File: config.mk
export PLATFORM = sky130hd
export DESIGN_NAME = self_correcting_counter_ctrl
export DESIGN_NICKNAME = d
export VERILOG_FILES = /design/src/rtl/self_correcting_counter_ctrl.sv
export SDC_FILE = /design/constraint.sdc
export NUM_CORES = 1
export LEC_CHECK = 0
export ABC_AREA = 1
export CORE_MARGIN = 1
export CORE_UTILIZATION = 40
export DETAILED_ROUTE_END_ITERATION = 6
export GPL_TIMING_DRIVEN = 1
export PLACE_DENSITY = 0.69
export SLEW_MARGIN = 20
export SYNTH_ARGS = -nofsm -noshare
export SYNTH_HDL_FRONTEND = slang
export SYNTH_SLANG_ARGS = --single-unit
File: constraint.sdc
create_clock -name clk -period 2.9 [get_ports clk]
set_input_delay 0.58 -clock clk [delete_from_list [all_inputs] [get_ports clk]]
set_output_delay 0.58 -clock clk [all_outputs]
set_load 0.1 [all_outputs]
File: src/rtl/self_correcting_counter_ctrl.sv
// Command-driven sequencer for one modulo-(MAX_COUNT+1) counter.
// It decodes START/STOP/LOAD commands, drives the counter enable and load
// strobe, and forces the counter back to zero for HOLDOFF cycles whenever
// its value is seen outside 0..MAX_COUNT.
//
// state     | meaning
// ----------+-----------------------------------------------------------
// S_IDLE    | counter parked, commands accepted
// S_RUN     | counter enabled, commands accepted
// S_LOAD    | one-cycle synchronous load of the captured value
// S_RECOVER | HOLDOFF cycles of load-to-zero after an illegal value
module self_correcting_counter_ctrl #(
    parameter int WIDTH     = 4,
    parameter int MAX_COUNT = 9,
    parameter int HOLDOFF   = 2,
    parameter int ERR_W     = 8
) (
    input  logic             clk,
    input  logic             rst,
    input  logic             cmd_valid,
    output logic             cmd_ready,
    input  logic [1:0]       cmd_op,
    input  logic [WIDTH-1:0] cmd_data,
    input  logic [WIDTH-1:0] cnt_value,
    output logic             cnt_en,
    output logic             cnt_load,
    output logic [WIDTH-1:0] cnt_load_val,
    output logic             wrap_pulse,
    output logic             load_err,
    input  logic             clear_err,
    output logic             err_flag,
    output logic [ERR_W-1:0] err_count,
    output logic             running
);

    localparam int HW = (HOLDOFF > 1) ? $clog2(HOLDOFF) : 1;
    localparam logic [WIDTH-1:0] MAX_V     = WIDTH'(MAX_COUNT);
    localparam logic [HW-1:0]    HOLD_INIT = HW'(HOLDOFF - 1);
    localparam logic [ERR_W-1:0] ERR_MAX   = '1;

    localparam logic [1:0] OP_START = 2'b01;
    localparam logic [1:0] OP_STOP  = 2'b10;
    localparam logic [1:0] OP_LOAD  = 2'b11;

    typedef enum logic [1:0] {
        S_IDLE,
        S_RUN,
        S_LOAD,
        S_RECOVER
    } state_t;

    state_t        state;
    state_t        state_nxt;
    logic          ret_run;
    logic          ret_run_nxt;
    logic [HW-1:0] hold;
    logic          illegal;
    logic          accept;
    logic          rec_entry;
    logic          load_go;
    logic          data_ok;

    // Range check only matters where the counter is free to drift.
    assign illegal = ((state == S_IDLE) || (state == S_RUN)) && (cnt_value > MAX_V);
    assign accept  = cmd_valid && cmd_ready;
    assign data_ok = (cmd_data <= MAX_V);

    // Next-state decode and the combinational counter controls.
    always_comb begin
        state_nxt   = state;
        ret_run_nxt = ret_run;
        rec_entry   = 1'b0;
        load_go     = 1'b0;
        cmd_ready   = 1'b0;
        cnt_en      = 1'b0;
        cnt_load    = 1'b0;
        running     = 1'b0;
        case (state)
            S_IDLE: begin
                cmd_ready = !illegal;
                if (illegal) begin
                    state_nxt   = S_RECOVER;
                    ret_run_nxt = 1'b0;
                    rec_entry   = 1'b1;
                end else if (accept) begin
                    if (cmd_op == OP_START) begin
                        state_nxt = S_RUN;
                    end else if (cmd_op == OP_LOAD) begin
                        state_nxt   = S_LOAD;
                        ret_run_nxt = 1'b0;
                        load_go     = 1'b1;
                    end
                end
            end
            S_RUN: begin
                cnt_en    = 1'b1;
                running   = 1'b1;
                cmd_ready = !illegal;
                // An illegal value outranks any command offered alongside it.
                if (illegal) begin
                    state_nxt   = S_RECOVER;
                    ret_run_nxt = 1'b1;
                    rec_entry   = 1'b1;
                end else if (accept) begin
                    if (cmd_op == OP_STOP) begin
                        state_nxt = S_IDLE;
                    end else if (cmd_op == OP_LOAD) begin
                        state_nxt   = S_LOAD;
                        ret_run_nxt = 1'b1;
                        load_go     = 1'b1;
                    end
                end
            end
            S_LOAD: begin
                cnt_load  = 1'b1;
                running   = ret_run;
                state_nxt = ret_run ? S_RUN : S_IDLE;
            end
            S_RECOVER: begin
                cnt_load = 1'b1;
                running  = ret_run;
                if (hold == '0) begin
                    state_nxt = ret_run ? S_RUN : S_IDLE;
                end
            end
            default: state_nxt = S_IDLE;
        endcase
    end

    // State, return flag and holdoff down-counter.
    always_ff @(posedge clk) begin
        if (rst) begin
            state   <= S_IDLE;
            ret_run <= 1'b0;
            hold    <= '0;
        end else begin
            state   <= state_nxt;
            ret_run <= ret_run_nxt;
            if (rec_entry) begin
                hold <= HOLD_INIT;
            end else if ((state == S_RECOVER) && (hold != '0)) begin
                hold <= hold - 1'b1;
            end
        end
    end

    // Load value and strobes; the load value reads zero outside a LOAD cycle,
    // which is also what RECOVER needs to drive.
    always_ff @(posedge clk) begin
        if (rst) begin
            cnt_load_val <= '0;
            load_err     <= 1'b0;
            wrap_pulse   <= 1'b0;
        end else begin
            cnt_load_val <= (load_go && data_ok) ? cmd_data : '0;
            load_err     <= load_go && !data_ok;
            wrap_pulse   <= cnt_en && (cnt_value == MAX_V);
        end
    end

    // Sticky error flag and saturating recovery count; a new recovery beats clear.
    always_ff @(posedge clk) begin
        if (rst) begin
            err_flag  <= 1'b0;
            err_count <= '0;
        end else if (rec_entry) begin
            err_flag <= 1'b1;
            if (clear_err) begin
                err_count <= ERR_W'(1);
            end else if (err_count != ERR_MAX) begin
                err_count <= err_count + 1'b1;
            end
        end else if (clear_err) begin
            err_flag  <= 1'b0;
            err_count <= '0;
        end
    end

endmodule

======== Yosys cells after proc, flatten, opt, wreduce, memory -nomap -nowiden ========
Index checks and enable logic that the tools add are counted.
storage, ports and cells
  flip-flop bits (word level) ............. 19
  output and inout port bits .............. 19
  logic and storage cells ................. 89
cells by class
  add/subtract/negate cells ............... 2
  $lt $le $gt $ge ......................... 2
  equality and inequality tests ........... 15
  mux-type cells .......................... 41
  bitwise gates (word level) .............. 1
  reduce and logical (&&, ||, !) cells .... 20
operators by type and width
  operator                                               count
  two-way mux 8 bit                                      4
  two-way mux 1 bit                                      25
  two-way mux 2 bit                                      8
  inequality test 3 bit, second input constant           4
  adder 8 x 1 -> 8 bit, second input constant            1
  equality test 2 bit, second input constant             4
  inequality test 8 bit, second input constant           1
  case mux 2 bit (4 select lines)                        1
  nonzero test 2 bit                                     4
  AND reduction 7 bit                                    1
  logical AND 1 bit                                      6
  inequality test 3 x 2 -> 1 bit, second input constant  2
  case mux 1 bit (2 select lines)                        3
  OR reduction 2 bit                                     3
  equality test 2 x 1 -> 1 bit, second input constant    2
  equality test 4 bit, second input constant             1
  > comparator 4 bit, second input constant              1
  less-or-equal comparator 4 bit, second input constant  1
  AND reduction 3 bit                                    1
  logical NOT 1 bit                                      2
  logical NOT 2 bit                                      1
  inequality test 2 bit, second input constant           1
  AND reduction 2 bit                                    1
  logical OR 1 bit                                       1
  other kinds (2)                                        2

======== Longest topological paths before layout ========
  word-level depth ........................ 12
  depth in mapped cells ................... 10

======== Worst setup path before layout ========
No wires, ideal clock.
  kind .................................... register -> register
  start point ............................. register err_count[0]
  end point ............................... register err_count[7]
  setup time .............................. 0.109 ns
  data arrival time ....................... 1.975 ns
  required time ........................... 2.791 ns
  setup slack ............................. 0.816 ns
  stages on the path, launching flop included .. 11
  path buffers ............................ 0
  period minus slack after synthesis ...... 2.084 ns
  cell sequence ........................... dfxtp_1 > ha_1 > nand2_1 > nor2_4 > nand2_2 > nand2_4 > nand2_4 > nand2_2 > nand2_1 > nand2_1 > inv_1
on the way
  longest elaborated chain between the ends .. 4
ends and longest elaborated chain
  what                    line  RTL
  start, declared         32    output logic [ERR_W-1:0] err_count,
  start signal, assigned  171   err_count <= err_count + 1'b1;
  adder 8 x 1 -> 8 bit    171
  two-way mux 8 bit       170   end else if (err_count != ERR_MAX) begin
  two-way mux 8 bit       168   if (clear_err) begin
  two-way mux 8 bit       166   end else if (rec_entry) begin
Parallel ways exist; a longest one is shown, timed or not. The select of a mux whose other input is x is not followed.
A chain may end at the register's enable or synchronous reset.

======== Final worst setup path ========
  start point ............................. input port cnt_value[1]
  end point ............................... output port cmd_ready
on the way
  longest elaborated chain between the ends .. 4
ends and longest elaborated chain
  what                line    RTL
  start, declared     24      input logic [WIDTH-1:0] cnt_value,
  > comparator 4 bit  64      assign illegal = ((state == S_IDLE) || (state == S_RUN)) && (cnt_value > MAX_V);
  logical AND 1 bit   64
  logical NOT 1 bit   80, 98
  two-way mux 1 bit   n/a
  end, declared       21      output logic cmd_ready,
Every way passes these cells.

==> results_dict.tcl <==
set metrics [dict create \
    setup_viol 0 \
    synth_common_cells "32 x nand2_1, 19 x dfxtp_1, 19 x inv_1, 11 x nor2_1, 9 x nand3_1" \
    fmax_mhz 457.0 \
    seq_area_frac_synth_pct 40.11 \
    synth_edf_count 0 \
    wire_per_inst_um 10.46 \
    hold_viol 0 \
    syn_inst 135 \
    yosys_register_bits 19 \
    fillers 226 \
    drv_cap 0 \
    vias 926 \
    ctsResizeCount 0 \
    swShare_pct 35.07 \
    hpwlAfterDp_mm 1.650 \
    ant_nets 0 \
    path_max_fanout 3 \
    finalCritPeriodShare_pct 75.46 \
    grt_usage_pct 17.70 \
    cts_setup_buffers 0 \
    root_buffer "clkbuf_4" \
    grt_antenna_before_repair 0 \
    synth_fp_nets 150 \
    grt_overflow_total 0 \
    cts_hold_buf 0 \
    combPwrFrac_pct 27.2 \
    multi_input_area_sq_um 480.5 \
    regArea_sq_um 380.4 \
    crit_required_ps 2320 \
    ios 33 \
    startpoint "cnt_value[1]" \
    switchingPower_mw 0.1980 \
    first_iter_violations 12 \
    vdd_drop_max_v 0.0003966 \
    pwr-share-seq_pct 49.1 \
    start_util_pct 42.47 \
    min_period_ps 2188 \
    path_clk_slew_ps 110 \
    syn_to_final_growth_pct 35.75 \
    synth_top_area_share_pct 40.11 \
    grt_max_degree 12 \
    first_pass_iters 4 \
    final_cells 197 \
    hold_class "reg2reg" \
    async_flop_share_pct 0 \
    skew_ps 4.609 \
    clkLatencyLatePin_ps 290 \
    ys_dominant_reg_cell "dfxtp_1" \
    holdCritStartpoint "hold" \
    place_inst 193 \
    leakage_nw 0.5946 \
    cts_tree "yes" \
    dieArea_sq_mm 0.002570 \
    worstMarginPinSlew_ps 417.9 \
    port-buffer-count 32 \
    timing.rr.start "err_count[0]" \
    power_density_mw_per_mm2 438.4 \
    crit_path_end_kind "output pin" \
    grt_pass1_vias 841 \
    clk_path_buf_depth 2 \
    synth.most_common_cell "nand2_1" \
    crit_type "in2out" \
    slew_viol_final 0 \
    synth_area_sq_um 948.4 \
    drc 0 \
    chipHeight_um 50.70 \
    gp_congestion 0.8033 \
    pwr-share-clk_pct 23.7 \
    avgSynthCellArea_sq_um 7.025 \
    slew_headroom_pct 72.04 \
    via_per_inst 4.701 \
    cts_made_buffers 3 \
    synth_cell_types 23 \
    critPathLaunchType "input pin" \
    cp.arrival_ps 1610 \
    htree_levels 1 \
    rsz0062_at_grt "no" \
    dpl_worst_slack_ps 707.5 \
    die_x_um 50.70 \
    wl_mm 2.060 \
    tns_ps 0 \
    yosysTopAreaCell "dfxtp_1" \
    status "finished clean" \
    grt_pass1_wl_mm 3.512 \
    antenna_cells 0 \
    core_region_area_sq_mm 0.002233 \
    nNetsFinal 185 \
    setup_ws_ps 711.7 \
    internal-power_mw 0.3664 \
    rows 17 \
    yosys_warnings 0 \
    synthTopCellsByArea "dfxtp_1 40%, nand2_1 13%, inv_1 7.5%" \
    clock_sinks 19 \
    drive_gt1_share_pct 23.67 \
    whs_ps 484.8 \
]
==> flip-flops by register name (all words and copies together), names as in the netlist <==
register	cells
ret_run	1
err_flag	1
cnt_load_val	4
err_count	8
wrap_pulse	1
state	2
hold	1
load_err	1
==> worst paths after layout <==
kind	endpoint	slack, ps	cells after the start
worst max-delay path	cmd_ready	710	5
worst min-delay path	hold	480	2
worst max register to register	err_count[7]	1480	10
worst min register to register	hold	480	2
==> cell families (layout without fill, tap and decap cells) <==
logic type	Yosys count	count (layout)	share of synthesized area, %
compound gates	18	18	10.82
buf+inv	23	57	9.234
simple gates	74	74	38.52
fa+ha+maj	1	1	1.319
flops	19	19	40.11
==> cell type report <==
cell class / count / area share, %
Tap cell: 28 / 2.721
Multi-Input combinational cell: 93 / 37.32
Clock inverter: 1 / 0.3887
Inverter: 21 / 6.122
Sequential cell: 19 / 29.54
Timing Repair Buffer: 32 / 22.16
Clock buffer: 3 / 1.749
==> through the flow <==
step	cell area [sq um]	power [mW]	utilization, %
after global routing	1287	0.5951	57.65
after floorplan	948.4	0.3899	-
final	1287	0.5644	57.65
after detailed placement	1260	0.4366	56.41
after CTS	1287	0.5695	57.65
after global placement	1260	0.4362	56.41
==> cell usage in the layout (no fill, tap or decap), drive strengths merged <==
cell           netlist  layout
nor3                 2       2
clkinv               0       1
nand3               10      10
o21ai                8       8
clkdlybuf4s50        0      13
buf                  1      19
clkbuf               1       3
nand2               40      40
o21bai               1       1
nor2                15      15
o21a                 1       1
inv                 21      21
dfxtp               19      19
ha                   1       1
nor4                 2       2
nand4                5       5
a21oi                8       8
==> power by group through the flow <==
stage / Clock, mW / Sequential (mW) / Combinational (mW)
2_1_floorplan: 0 / 0.303 / 0.0871
3_3_place_gp: 0 / 0.283 / 0.154
3_5_place_dp: 0 / 0.283 / 0.154
4_1_cts: 0.138 / 0.277 / 0.154
5_1_grt: 0.152 / 0.278 / 0.165
6_report: 0.134 / 0.277 / 0.154
==> critical path, stage by stage <==
cell             delay [ps]
clkdlybuf4s50_1         440
o21ai_1                 210
nand2_1                  90
inv_1                   100
buf_12                  180
==> routing by layer <==
| layer | up-vias | share of wire [%] | GRT usage [%] |
|---|---|---|---|
| met5 | - | 0 | 0 |
| met1 | 402 | 46 | 22.06 |
| met2 | 22 | 49 | 30.89 |
| li1 | 500 | - | - |
| met4 | 0 | 0.83 | 5.556 |
| met3 | 2 | 4.2 | 2.727 |
Power figures use the tool's default switching activity.
